$ cat src/rtl/candy_vend_ctrl.sv
// Candy vending sequencer: keeps customer credit, grants vends, and returns
// change coin-by-coin through a request/acknowledge handshake with the ejector.
module candy_vend_ctrl #(
  parameter int unsigned CREDIT_MAX  = 15,
  parameter int unsigned VEND_CYCLES = 4
) (
  input  logic       clk,
  input  logic       reset,
  input  logic       coin_100,
  input  logic       coin_500,
  input  logic [4:0] sel,
  input  logic       buy,
  input  logic       cancel,
  input  logic       eject_ack,
  output logic [3:0] credit,
  output logic [4:0] can_buy,
  output logic       candy,
  output logic       eject_100,
  output logic       eject_500,
  output logic       coin_reject,
  output logic       deny,
  output logic       busy
);

  localparam int unsigned CW = 4;
  localparam logic [CW:0]   CMAX  = (CW+1)'(CREDIT_MAX);
  localparam logic [CW-1:0] VC_M1 = CW'(VEND_CYCLES - 1);

  typedef enum logic [1:0] {S_IDLE, S_CREDIT, S_VEND, S_CHANGE} state_t;

  state_t        state, state_nxt;
  logic [CW-1:0] credit_nxt, cnt, cnt_nxt;
  logic [4:0]    can_buy_nxt;
  logic          candy_nxt, e100_nxt, e500_nxt, rej_nxt, deny_nxt, busy_nxt;
  logic          coin_any, coin_both, buy_ok, take_cancel, ready_nxt;
  logic [2:0]    price;
  logic [CW:0]   coin_sum;

  // Price of the selected candy; only meaningful when sel is one-hot
  always_comb begin
    price = 3'd0;
    for (int i = 0; i < 5; i++) begin
      if (sel[i]) price = 3'(i + 1);
    end
  end

  assign coin_any    = coin_100 | coin_500;
  assign coin_both   = coin_100 & coin_500;
  assign coin_sum    = {1'b0, credit} + (coin_500 ? (CW+1)'(5) : (CW+1)'(1));
  assign buy_ok      = $onehot(sel) && (credit >= {1'b0, price});
  assign take_cancel = cancel && (credit != '0);

  always_comb begin
    state_nxt  = state;
    credit_nxt = credit;
    cnt_nxt    = cnt;
    candy_nxt  = 1'b0;
    e100_nxt   = 1'b0;
    e500_nxt   = 1'b0;
    rej_nxt    = 1'b0;
    deny_nxt   = 1'b0;
    case (state)
      S_IDLE, S_CREDIT: begin
        if (cancel) begin
          if (take_cancel) state_nxt = S_CHANGE;
        end else if (buy) begin
          if (buy_ok) begin
            credit_nxt = credit - {1'b0, price};
            state_nxt  = S_VEND;
            cnt_nxt    = VC_M1;
            candy_nxt  = 1'b1;
          end else begin
            deny_nxt = 1'b1;
          end
        end
        // A coin is only banked when no cancel/buy was taken this cycle
        if (coin_any) begin
          if (take_cancel || (!cancel && buy && buy_ok) || coin_both || (coin_sum > CMAX)) begin
            rej_nxt = 1'b1;
          end else begin
            credit_nxt = coin_sum[CW-1:0];
            state_nxt  = S_CREDIT;
          end
        end
      end
      S_VEND: begin
        rej_nxt = coin_any;
        if (cnt == '0) begin
          state_nxt = (credit != '0) ? S_CHANGE : S_IDLE;
        end else begin
          cnt_nxt   = cnt - CW'(1);
          candy_nxt = 1'b1;
        end
      end
      S_CHANGE: begin
        rej_nxt = coin_any;
        if (eject_100 || eject_500) begin
          if (eject_ack) begin
            credit_nxt = credit - (eject_500 ? CW'(5) : CW'(1));
            if (credit_nxt == '0) state_nxt = S_IDLE;
          end else begin
            e100_nxt = eject_100;
            e500_nxt = eject_500;
          end
        end else if (credit >= CW'(5)) begin
          e500_nxt = 1'b1;
        end else begin
          e100_nxt = 1'b1;
        end
      end
      default: state_nxt = S_IDLE;
    endcase
  end

  // Indicators follow the credit and state being registered this edge
  always_comb begin
    ready_nxt = (state_nxt == S_IDLE) || (state_nxt == S_CREDIT);
    busy_nxt  = !ready_nxt;
    for (int i = 0; i < 5; i++) begin
      can_buy_nxt[i] = ready_nxt && (credit_nxt >= CW'(i + 1));
    end
  end

  always_ff @(posedge clk) begin
    if (reset) begin
      state       <= S_IDLE;
      credit      <= '0;
      cnt         <= '0;
      can_buy     <= '0;
      candy       <= 1'b0;
      eject_100   <= 1'b0;
      eject_500   <= 1'b0;
      coin_reject <= 1'b0;
      deny        <= 1'b0;
      busy        <= 1'b0;
    end else begin
      state       <= state_nxt;
      credit      <= credit_nxt;
      cnt         <= cnt_nxt;
      can_buy     <= can_buy_nxt;
      candy       <= candy_nxt;
      eject_100   <= e100_nxt;
      eject_500   <= e500_nxt;
      coin_reject <= rej_nxt;
      deny        <= deny_nxt;
      busy        <= busy_nxt;
    end
  end

endmodule
$ cat config.mk
export PLATFORM = sky130hd
export DESIGN_NAME = candy_vend_ctrl
export DESIGN_NICKNAME = d
export VERILOG_FILES = /design/src/rtl/candy_vend_ctrl.sv
export SDC_FILE = /design/constraint.sdc
export NUM_CORES = 1
export LEC_CHECK = 0
export ABC_CLOCK_PERIOD_IN_PS = 5400
export CAP_MARGIN = 25
export CORE_ASPECT_RATIO = 1.1
export CORE_MARGIN = 3
export CORE_UTILIZATION = 40
export CTS_CLUSTER_SIZE = 20
export DETAILED_ROUTE_END_ITERATION = 8
export SLEW_MARGIN = 40
export SYNTH_ARGS = -nofsm -noshare
export SYNTH_HDL_FRONTEND = slang
export SYNTH_SLANG_ARGS = --single-unit
$ cat constraint.sdc
create_clock -name clk -period 5.4 [get_ports clk]
set_input_delay 0.81 -clock clk [delete_from_list [all_inputs] [get_ports clk]]
set_output_delay 0.81 -clock clk [all_outputs]
set_load 0.005 [all_outputs]
==> results of run 1 <==
-- final timing paths --
check / from / slack [ns] / cells past startpoint / endpoint
worst max-delay path: sel[0] / 1.51 / 13 / can_buy[4]
worst min-delay path: cnt[3] / 0.54 / 2 / cnt[3]
worst max register to register: credit[0] / 2.39 / 11 / can_buy[0]
worst min register to register: cnt[3] / 0.54 / 2 / cnt[3]
-- through the flow --
| stage | power [uW] | cell area (sq um) | setup WS (ns) | hold slack [ns] | util |
|---|---|---|---|---|---|
| 2_1_floorplan | 650 | 1460 | 1.81 | 0.470 | - |
| 3_5_place_dp | 824 | 1750 | 1.17 | 0.511 | 0.513 |
| 3_3_place_gp | 816 | 1750 | 1.25 | 0.485 | 0.513 |
| 6_report | 902 | 1780 | 1.51 | 0.537 | 0.522 |
| 5_1_grt | 996 | 1780 | 1.23 | 0.574 | 0.522 |
| 4_1_cts | 908 | 1780 | 1.52 | 0.534 | 0.522 |
-- flip-flops by register name, summed over array words and instances, names as in the netlist --
register     cells
eject_500        1
deny             1
eject_100        1
coin_reject      1
state            2
credit           4
candy            1
cnt              4
busy             1
can_buy          5
-- final cells by class --
type,instances,area share
clock buffers,3,0.0126
clock inverters,1,0.00421
inverters,14,0.0295
multi-input cells,139,0.538
flip-flops and latches,21,0.236
well taps,48,0.0337
repair buffers,26,0.146
-- cell usage in the layout (no fill, tap or decap), drive strengths merged, types with 2 or more instances in the layout --
cell type / n
clkdlybuf4s50: 26
nor2: 22
dfxtp: 21
nand2: 16
inv: 14
a21oi: 14
ha: 13
nor3: 12
o21ai: 8
a31oi: 5
xnor2: 4
nand2b: 3
xor2: 3
mux2i: 3
nor2b: 3
fa: 3
clkbuf: 3
nor3b: 2
nand3: 2
a21o: 2
o211ai: 2
a22oi: 2
-- kinds of logic (layout without fill, tap and decap cells) --
| group | count (synthesis) | count (layout) | synth area share |
|---|---|---|---|
| buffers and inverters | 20 | 44 | 0.0533 |
| adders and majority gates | 16 | 16 | 0.153 |
| xor gates and xnor gates | 7 | 7 | 0.0421 |
| muxes | 4 | 4 | 0.0284 |
| AOI/OAI and AO/OA | 41 | 41 | 0.196 |
| DFF | 21 | 21 | 0.289 |
| and+or+nand+nor | 71 | 71 | 0.239 |
-- power by group through the flow --
stage                     Combinational [uW]  Clock [uW]  Sequential [uW]
after global routing                     621        89.1              286
after detailed placement                 546           0              279
after floorplan                          410           0              240
final                                    550        78.7              273
after CTS                                551        81.8              275
after global placement                   539           0              277
-- per-layer routing --
metal | vias to the layer above | global-route usage | wire [microns]
met5 | - | 0 | 0
met4 | 0 | 0.0336 | 15
met3 | 2 | 0.0486 | 206
met2 | 32 | 0.274 | 1630
met1 | 617 | 0.216 | 1600
li1 | 682 | - | -
-- worst register-to-register path: stages, from the launching register on --
cell	delay [ns]
sky130_fd_sc_hd__dfxtp_1	0.42
sky130_fd_sc_hd__inv_1	0.20
sky130_fd_sc_hd__ha_1	0.20
sky130_fd_sc_hd__inv_1	0.05
sky130_fd_sc_hd__fa_1	0.40
sky130_fd_sc_hd__a211oi_1	0.32
sky130_fd_sc_hd__a21o_1	0.22
sky130_fd_sc_hd__or2_0	0.31
sky130_fd_sc_hd__a21oi_1	0.13
sky130_fd_sc_hd__nor3_1	0.35
sky130_fd_sc_hd__nand2b_1	0.20
sky130_fd_sc_hd__a21oi_1	0.16
==> impl_results.html, run 1 <==
<table>
<tr><th>Metric</th><th>Value</th></tr>
<tr><th colspan="2">Power and ir drop</th></tr>
<tr><td>Static Leak</td><td>roughly 0.00071 uW</td></tr>
<tr><td>Power dissipated by switching net loads</td><td>416 uW</td></tr>
<tr><td>Switching Fraction</td><td>0.461</td></tr>
<tr><td>Sequential fraction of design power</td><td>0.303</td></tr>
<tr><td>Gate power share</td><td>0.610</td></tr>
<tr><td>Internal power</td><td>between 400 and 500 uW</td></tr>
<tr><td>Worst voltage drop across the vdd grid</td><td>approximately 0.26 mV</td></tr>
<tr><td>Power density over cell area</td><td>about 500 nW/um^2</td></tr>
<tr><td>Clock share of power</td><td>0.087</td></tr>
<tr><th colspan="2">Synthesis</th></tr>
<tr><td>Synth top area share</td><td>0.289</td></tr>
<tr><td>Count of flip-flops with a built-in enable after synthesis</td><td>0</td></tr>
<tr><td>Cell type with the highest aggregate area in the netlist</td><td>sky130_fd_sc_hd__dfxtp_1</td></tr>
<tr><td>Average instance area after synthesis</td><td>between 8 and 9 sq um</td></tr>
<tr><td>Top flip-flop cell by instance count after synthesis</td><td>sky130_fd_sc_hd__dfxtp_1</td></tr>
<tr><td>Most instantiated cells after synthesis</td><td>sky130_fd_sc_hd__nor2_1 (22), sky130_fd_sc_hd__dfxtp_1 (21), sky130_fd_sc_hd__nand2_1 (16)</td></tr>
<tr><td>Number of flip-flops and latches in the synthesized netlist</td><td>21</td></tr>
<tr><td>Mapped Nets</td><td>208</td></tr>
<tr><td>Synth top area cells</td><td>sky130_fd_sc_hd__dfxtp_1 (29%), sky130_fd_sc_hd__ha_1 (11%), sky130_fd_sc_hd__nor2_1 (5.7%)</td></tr>
<tr><td>Most common cell in the synthesized netlist</td><td>sky130_fd_sc_hd__nor2_1</td></tr>
<tr><td>Post-synth cell types</td><td>46</td></tr>
<tr><td>Area of the mapped netlist</td><td>about 1500 sq um</td></tr>
<tr><td>Gate count of the mapped netlist</td><td>180</td></tr>
<tr><td>Sequential cell area fraction in the yosys report</td><td>0.289</td></tr>
<tr><td>Count of synthesis-stage warnings from yosys</td><td>0</td></tr>
<tr><td>Async SR Flop Fraction</td><td>0</td></tr>
<tr><th colspan="2">Global route</th></tr>
<tr><td>Grt total ovfl</td><td>0</td></tr>
<tr><td>Largest net degree at the start of global routing</td><td>19</td></tr>
<tr><td>Initial antenna violation count</td><td>0</td></tr>
<tr><td>Global-route wire length before repair</td><td>6.00 mm</td></tr>
<tr><td>Via count of the first global-routing pass</td><td>approximately 1300</td></tr>
<tr><td>Total routing usage reported by global routing</td><td>0.167</td></tr>
<tr><th colspan="2">Floorplan</th></tr>
<tr><td>Overall die area</td><td>approximately 4400 sq um</td></tr>
<tr><td>Number of rows created at floorplan</td><td>22</td></tr>
<tr><td>Count of boundary I/O pins</td><td>27</td></tr>
<tr><td>Effective utilization at floorplan</td><td>0.427</td></tr>
<tr><td>Die height</td><td>roughly 70 microns</td></tr>
<tr><td>Area of the core</td><td>between 3000 and 4000 sq um</td></tr>
<tr><td>Die X</td><td>63.5 microns</td></tr>
<tr><th colspan="2">Timing</th></tr>
<tr><td>Worst clock skew</td><td>between 0.002 and 0.0025 ns</td></tr>
<tr><td>Final Slew Violations</td><td>0</td></tr>
<tr><td>Count of endpoints failing setup in the final report</td><td>0</td></tr>
<tr><td>Part of the cycle the worst path needs</td><td>0.720</td></tr>
<tr><td>Final setup TNS</td><td>0 ns</td></tr>
<tr><td>Highest clock frequency the design can meet</td><td>257 MHz</td></tr>
<tr><td>Worst relative slew slack</td><td>0.570</td></tr>
<tr><td>RSZ-0062 raised after global routing</td><td>no</td></tr>
<tr><td>Period minus WS final</td><td>3.89 ns</td></tr>
<tr><td>Endpoints failing hold</td><td>0</td></tr>
<tr><td>Measured slew at the worst slew-check pin</td><td>between 0.6 and 0.7 ns</td></tr>
<tr><th colspan="2">Setup path</th></tr>
<tr><td>Critical Path Start Type</td><td>input port</td></tr>
<tr><td>Critical-path top delay cell</td><td>sky130_fd_sc_hd__fa_1</td></tr>
<tr><td>Worst path required time</td><td>roughly 5.7 ns</td></tr>
<tr><td>Class of the most critical setup path</td><td>in2reg</td></tr>
<tr><td>Slowest Stage Delay on Critical Path</td><td>0.54 ns</td></tr>
<tr><td>Critical-path maximum fanout</td><td>7</td></tr>
<tr><td>Cells along the critical path</td><td>clkdlybuf4s50_1 &gt; fa_1 &gt; inv_1 &gt; fa_1 &gt; inv_1 &gt; ha_1 &gt; or3_1 &gt; a21o_1 &gt; or2_0 &gt; and2_4 &gt; o311ai_4 &gt; o21ai_1 &gt; a21oi_1</td></tr>
<tr><td>WP data arrival</td><td>between 4 and 5 ns</td></tr>
<tr><td>Element type at the critical path end</td><td>flop</td></tr>
<tr><td>Buffers plus inverters on the worst setup path</td><td>3</td></tr>
<tr><td>Crit path max-delay family</td><td>adder cells</td></tr>
<tr><th colspan="2">Finish</th></tr>
<tr><td>Proportion of layout cells with a drive suffix above 1</td><td>0.0441</td></tr>
<tr><td>Layout overhead on the synthesized area</td><td>22.3%</td></tr>
<tr><td>Number of nets in the layout</td><td>around 230</td></tr>
<tr><td>Area used by sequential logic in the layout</td><td>420 sq um</td></tr>
<tr><td>Multi-input gate area in the final layout</td><td>roughly 960 sq um</td></tr>
<tr><td>Fillers</td><td>~360</td></tr>
<tr><td>Non-Filler Instances</td><td>252</td></tr>
<tr><td>Antenna cell count</td><td>0</td></tr>
<tr><th colspan="2">Clock network</th></tr>
<tr><td>Post-CTS setup-driven buffer insertion count</td><td>0</td></tr>
<tr><td>Root Driver</td><td>sky130_fd_sc_hd__clkbuf_4</td></tr>
<tr><td>Number of clock buffers inserted by TritonCTS</td><td>3</td></tr>
<tr><td>H-Tree Level Count</td><td>1</td></tr>
<tr><td># hold bufs at CTS</td><td>0</td></tr>
<tr><td>Post_cts resized</td><td>0</td></tr>
<tr><td>Sink Count</td><td>21</td></tr>
<tr><td>Max Root-Sink Buffers</td><td>2</td></tr>
<tr><td>Reg clk slew, reported paths</td><td>around 0.12 ns</td></tr>
<tr><td>Clock latency on the worst-skew pair</td><td>around 0.31 ns</td></tr>
<tr><td>Clock tree from TritonCTS</td><td>done</td></tr>
<tr><th colspan="2">Placement</th></tr>
<tr><td>Gp weighted congestion</td><td>between 0.9 and 1</td></tr>
<tr><td>Final HPWL from detailed placement</td><td>~2.7 mm</td></tr>
<tr><td>Number of cells in the design after placement</td><td>248</td></tr>
<tr><td>Number of port buffers</td><td>26</td></tr>
<tr><th colspan="2">Route</th></tr>
<tr><td>Vias</td><td>between 1000 and 1500</td></tr>
<tr><td>Routed vias/inst</td><td>roughly 5.3</td></tr>
<tr><td>Number of search-and-repair iterations in the first detailed-routing pass</td><td>4</td></tr>
<tr><td>Post-route DRC</td><td>0</td></tr>
<tr><td>Iter 0 DRT Violations</td><td>67</td></tr>
<tr><td>Total wire length</td><td>between 3 and 4 mm</td></tr>
<tr><td>Post-detailed-route wirelength per cell</td><td>13.7 microns</td></tr>
<tr><td>Antenna Nets Post-Route</td><td>0</td></tr>
<tr><th colspan="2">Worst hold path</th></tr>
<tr><td>Kind of path behind the tightest hold check</td><td>reg2reg</td></tr>
<tr><th colspan="2">Run</th></tr>
<tr><td>Max-capacitance violation count</td><td>0</td></tr>
<tr><th colspan="2">Status</th></tr>
<tr><td>Run status</td><td>finished clean</td></tr>
</table>
No activity file was read; power rests on OpenSTA's default activity.
==> run 2, diff against run 1 <==
--- a/config.mk
+++ b/config.mk
@@ -5,7 +5,7 @@
 export SDC_FILE = /design/constraint.sdc
 export NUM_CORES = 1
 export LEC_CHECK = 0
-export ABC_CLOCK_PERIOD_IN_PS = 5400
+export ABC_CLOCK_PERIOD_IN_PS = 3600
 export CAP_MARGIN = 25
 export CORE_ASPECT_RATIO = 1.1
 export CORE_MARGIN = 3
==> constraint.sdc (replaced) <==
create_clock -name clk -period 3.6 [get_ports clk]
set_input_delay 0.54 -clock clk [delete_from_list [all_inputs] [get_ports clk]]
set_output_delay 0.54 -clock clk [all_outputs]
set_load 0.005 [all_outputs]
==> impl_results.html, run 2 (synthesis results as in run 1) <==
<table>
<tr><th>Metric</th><th>Value</th></tr>
<tr><th colspan="2">Timing</th></tr>
<tr><td>Measured slew at the worst slew-check pin</td><td>~0.67 ns</td></tr>
<tr><td>Part of the cycle the worst path needs</td><td>0.971</td></tr>
<tr><td>Final Slew Violations</td><td>0</td></tr>
<tr><td>Worst relative slew slack</td><td>0.553</td></tr>
<tr><td>Final critical-path setup slack</td><td>roughly 0.10 ns</td></tr>
<tr><td>RSZ-0062 raised after global routing</td><td>no</td></tr>
<tr><td>Count of endpoints failing setup in the final report</td><td>0</td></tr>
<tr><td>Worst clock skew</td><td>around 0.0028 ns</td></tr>
<tr><td>Final-layout worst hold slack</td><td>0.512 ns</td></tr>
<tr><td>Highest clock frequency the design can meet</td><td>286 MHz</td></tr>
<tr><td>Endpoints failing hold</td><td>0</td></tr>
<tr><td>Period minus WS final</td><td>between 3 and 4 ns</td></tr>
<tr><th colspan="2">Finish</th></tr>
<tr><td>Flip-flop count of the largest register after layout</td><td>5</td></tr>
<tr><td>Registers with the most flip-flops</td><td>can_buy x5, cnt x4, credit x4</td></tr>
<tr><td>Proportion of layout cells with a drive suffix above 1</td><td>0.105</td></tr>
<tr><td>Most common cell after layout, fill and taps aside</td><td>sky130_fd_sc_hd__clkdlybuf4s50_1</td></tr>
<tr><td>Layout overhead on the synthesized area</td><td>28.1%</td></tr>
<tr><td>Number of nets in the layout</td><td>239</td></tr>
<tr><td>Fillers</td><td>approximately 350</td></tr>
<tr><td>Antenna cell count</td><td>0</td></tr>
<tr><td>Register with the most flip-flops</td><td>can_buy</td></tr>
<tr><td>Commonest cells after routing, fill and taps aside</td><td>sky130_fd_sc_hd__clkdlybuf4s50_1 (24), sky130_fd_sc_hd__nor2_1 (21), sky130_fd_sc_hd__dfxtp_1 (21)</td></tr>
<tr><th colspan="2">Setup path</th></tr>
<tr><td>Worst path required time</td><td>about 3.8 ns</td></tr>
<tr><td>Critical-path maximum fanout</td><td>5</td></tr>
<tr><td>Class of the most critical setup path</td><td>in2reg</td></tr>
<tr><td>Critical Path Start Type</td><td>input port</td></tr>
<tr><td>Element type at the critical path end</td><td>flop</td></tr>
<tr><td>WP data arrival</td><td>approximately 3.7 ns</td></tr>
<tr><td>Count of cells along the worst register-to-register path</td><td>12</td></tr>
<tr><th colspan="2">Clock network</th></tr>
<tr><td>Sink Count</td><td>21</td></tr>
<tr><td>H-Tree Level Count</td><td>1</td></tr>
<tr><td>Reg clk slew, reported paths</td><td>between 0.1 and 0.15 ns</td></tr>
<tr><td>Number of clock buffers inserted by TritonCTS</td><td>3</td></tr>
<tr><td>Post-CTS setup-driven buffer insertion count</td><td>0</td></tr>
<tr><td># hold bufs at CTS</td><td>0</td></tr>
<tr><td>Clock latency on the worst-skew pair</td><td>between 0.3 and 0.4 ns</td></tr>
<tr><td>Max Root-Sink Buffers</td><td>2</td></tr>
<tr><td>Root Driver</td><td>sky130_fd_sc_hd__clkbuf_4</td></tr>
<tr><td>Clock tree from TritonCTS</td><td>done</td></tr>
<tr><td>Post_cts resized</td><td>0</td></tr>
<tr><th colspan="2">Power and ir drop</th></tr>
<tr><td>Switching Fraction</td><td>0.458</td></tr>
<tr><td>Internal power</td><td>roughly 770 uW</td></tr>
<tr><td>Static Leak</td><td>between 0.0007 and 0.0008 uW</td></tr>
<tr><td>Power density over cell area</td><td>763 nW/um^2</td></tr>
<tr><td>Worst voltage drop across the vdd grid</td><td>0.462 mV</td></tr>
<tr><td>Clock share of power</td><td>0.083</td></tr>
<tr><td>Power dissipated by switching net loads</td><td>651 uW</td></tr>
<tr><td>Sequential fraction of design power</td><td>0.290</td></tr>
<tr><td>Gate power share</td><td>0.627</td></tr>
<tr><th colspan="2">Route</th></tr>
<tr><td>Post-route DRC</td><td>0</td></tr>
<tr><td>Iter 0 DRT Violations</td><td>just under 100</td></tr>
<tr><td>Antenna Nets Post-Route</td><td>0</td></tr>
<tr><td>Routed length on met3</td><td>between 200 and 250 microns</td></tr>
<tr><td>Routed vias/inst</td><td>around 5.4</td></tr>
<tr><td>Highest signal layer in the routed design</td><td>met4</td></tr>
<tr><td>Number of search-and-repair iterations in the first detailed-routing pass</td><td>5</td></tr>
<tr><td>Vias</td><td>between 1000 and 1500</td></tr>
<tr><td>Metal2 WL</td><td>between 1.5 and 2 mm</td></tr>
<tr><td>Wl on met1</td><td>approximately 1.6 mm</td></tr>
<tr><td>Total wire length</td><td>~3.5 mm</td></tr>
<tr><td>Post-detailed-route wirelength per cell</td><td>13.7 microns</td></tr>
<tr><th colspan="2">Global route</th></tr>
<tr><td>Largest net degree at the start of global routing</td><td>19</td></tr>
<tr><td>Via count of the first global-routing pass</td><td>1353</td></tr>
<tr><td>Global-route wire length before repair</td><td>approximately 6.1 mm</td></tr>
<tr><td>Grt total ovfl</td><td>0</td></tr>
<tr><td>Initial antenna violation count</td><td>0</td></tr>
<tr><td>Total routing usage reported by global routing</td><td>0.168</td></tr>
<tr><th colspan="2">Floorplan</th></tr>
<tr><td>Overall die area</td><td>between 4000 and 5000 sq um</td></tr>
<tr><td>Die height</td><td>approximately 69 microns</td></tr>
<tr><td>Number of rows created at floorplan</td><td>22</td></tr>
<tr><td>Effective utilization at floorplan</td><td>0.427</td></tr>
<tr><td>Die X</td><td>between 60 and 70 microns</td></tr>
<tr><td>Area of the core</td><td>around 3400 sq um</td></tr>
<tr><td>Count of boundary I/O pins</td><td>27</td></tr>
<tr><th colspan="2">Run</th></tr>
<tr><td>Max-capacitance violation count</td><td>0</td></tr>
<tr><th colspan="2">Placement</th></tr>
<tr><td>Number of port buffers</td><td>26</td></tr>
<tr><td>Gp weighted congestion</td><td>between 0.8 and 0.9</td></tr>
<tr><td>Final HPWL from detailed placement</td><td>~2.7 mm</td></tr>
<tr><td>Place WS</td><td>-0.299 ns</td></tr>
<tr><th colspan="2">Worst hold path</th></tr>
<tr><td>Kind of path behind the tightest hold check</td><td>reg2reg</td></tr>
<tr><td>Number of instances on the worst hold path</td><td>2</td></tr>
<tr><th colspan="2">Status</th></tr>
<tr><td>Run status</td><td>finished clean</td></tr>
</table>
run 2: cell count changes in the layout (fill, tap and decap cells not counted), sizes merged:
cell and delta:
dlymetal6s2s +2, buf +6, clkdlybuf4s50 -2
run 2: per-layer routing:
metal  track usage  vias to the layer above
li1              -                      689
met1         0.229                      658
met2         0.259                       43
met3        0.0470                        6
met4        0.0432                        0
met5             0                        -
run 2: worst max-delay path, cell delays in order:
cell and delay, ns:
sky130_fd_sc_hd__clkdlybuf4s50_1 0.44, sky130_fd_sc_hd__fa_1 0.49, sky130_fd_sc_hd__inv_1 0.05, sky130_fd_sc_hd__fa_1 0.35, sky130_fd_sc_hd__inv_1 0.07, sky130_fd_sc_hd__ha_1 0.22
sky130_fd_sc_hd__or3_1 0.38, sky130_fd_sc_hd__a21o_1 0.22, sky130_fd_sc_hd__buf_4 0.15, sky130_fd_sc_hd__nor3_1 0.22, sky130_fd_sc_hd__o22ai_1 0.21, sky130_fd_sc_hd__mux2_2 0.32
sky130_fd_sc_hd__nor2_1 0.08
run 2: cell type report:
type / instances / area, sq um / share of cell area
Sequential cell: 21 / 420 / 0.225
Clock inverter: 1 / 7.51 / 0.00402
Inverter: 14 / 52.6 / 0.0282
Timing Repair Buffer: 32 / 310 / 0.166
Tap cell: 48 / 60.1 / 0.0322
Clock buffer: 3 / 22.5 / 0.0121
Multi-Input combinational cell: 139 / 992 / 0.532
run 2: per-stage QoR:
step                utilization  total power [uW]  std cells  TNS [ns]  area [sq um]
floorplan                     -               974        180         0          1460
global placement          0.526              1260        254     -2.47          1800
detailed placement        0.526              1260        254     -3.44          1800
CTS                       0.535              1390        258         0          1830
global route              0.547              1570        258         0          1870
finish                    0.547              1420        258         0          1870
run 2: power groups by stage:
| stage | clock [uW] | combinational, uW | sequential, uW |
|---|---|---|---|
| final | 118 | 893 | 412 |
| after global routing | 138 | 1000 | 428 |
| after CTS | 124 | 853 | 411 |
| after detailed placement | 0 | 845 | 416 |
| after global placement | 0 | 841 | 415 |
| after floorplan | 0 | 615 | 360 |
run 2: path summary, 6_finish.rpt:
check	startpoint	endpoint	slack, ns
min reg2reg	cnt[2]	cnt[2]	0.51
max	sel[3]	cnt[0]	0.10
max reg2reg	credit[0]	can_buy[1]	0.83
min	cnt[2]	cnt[2]	0.51
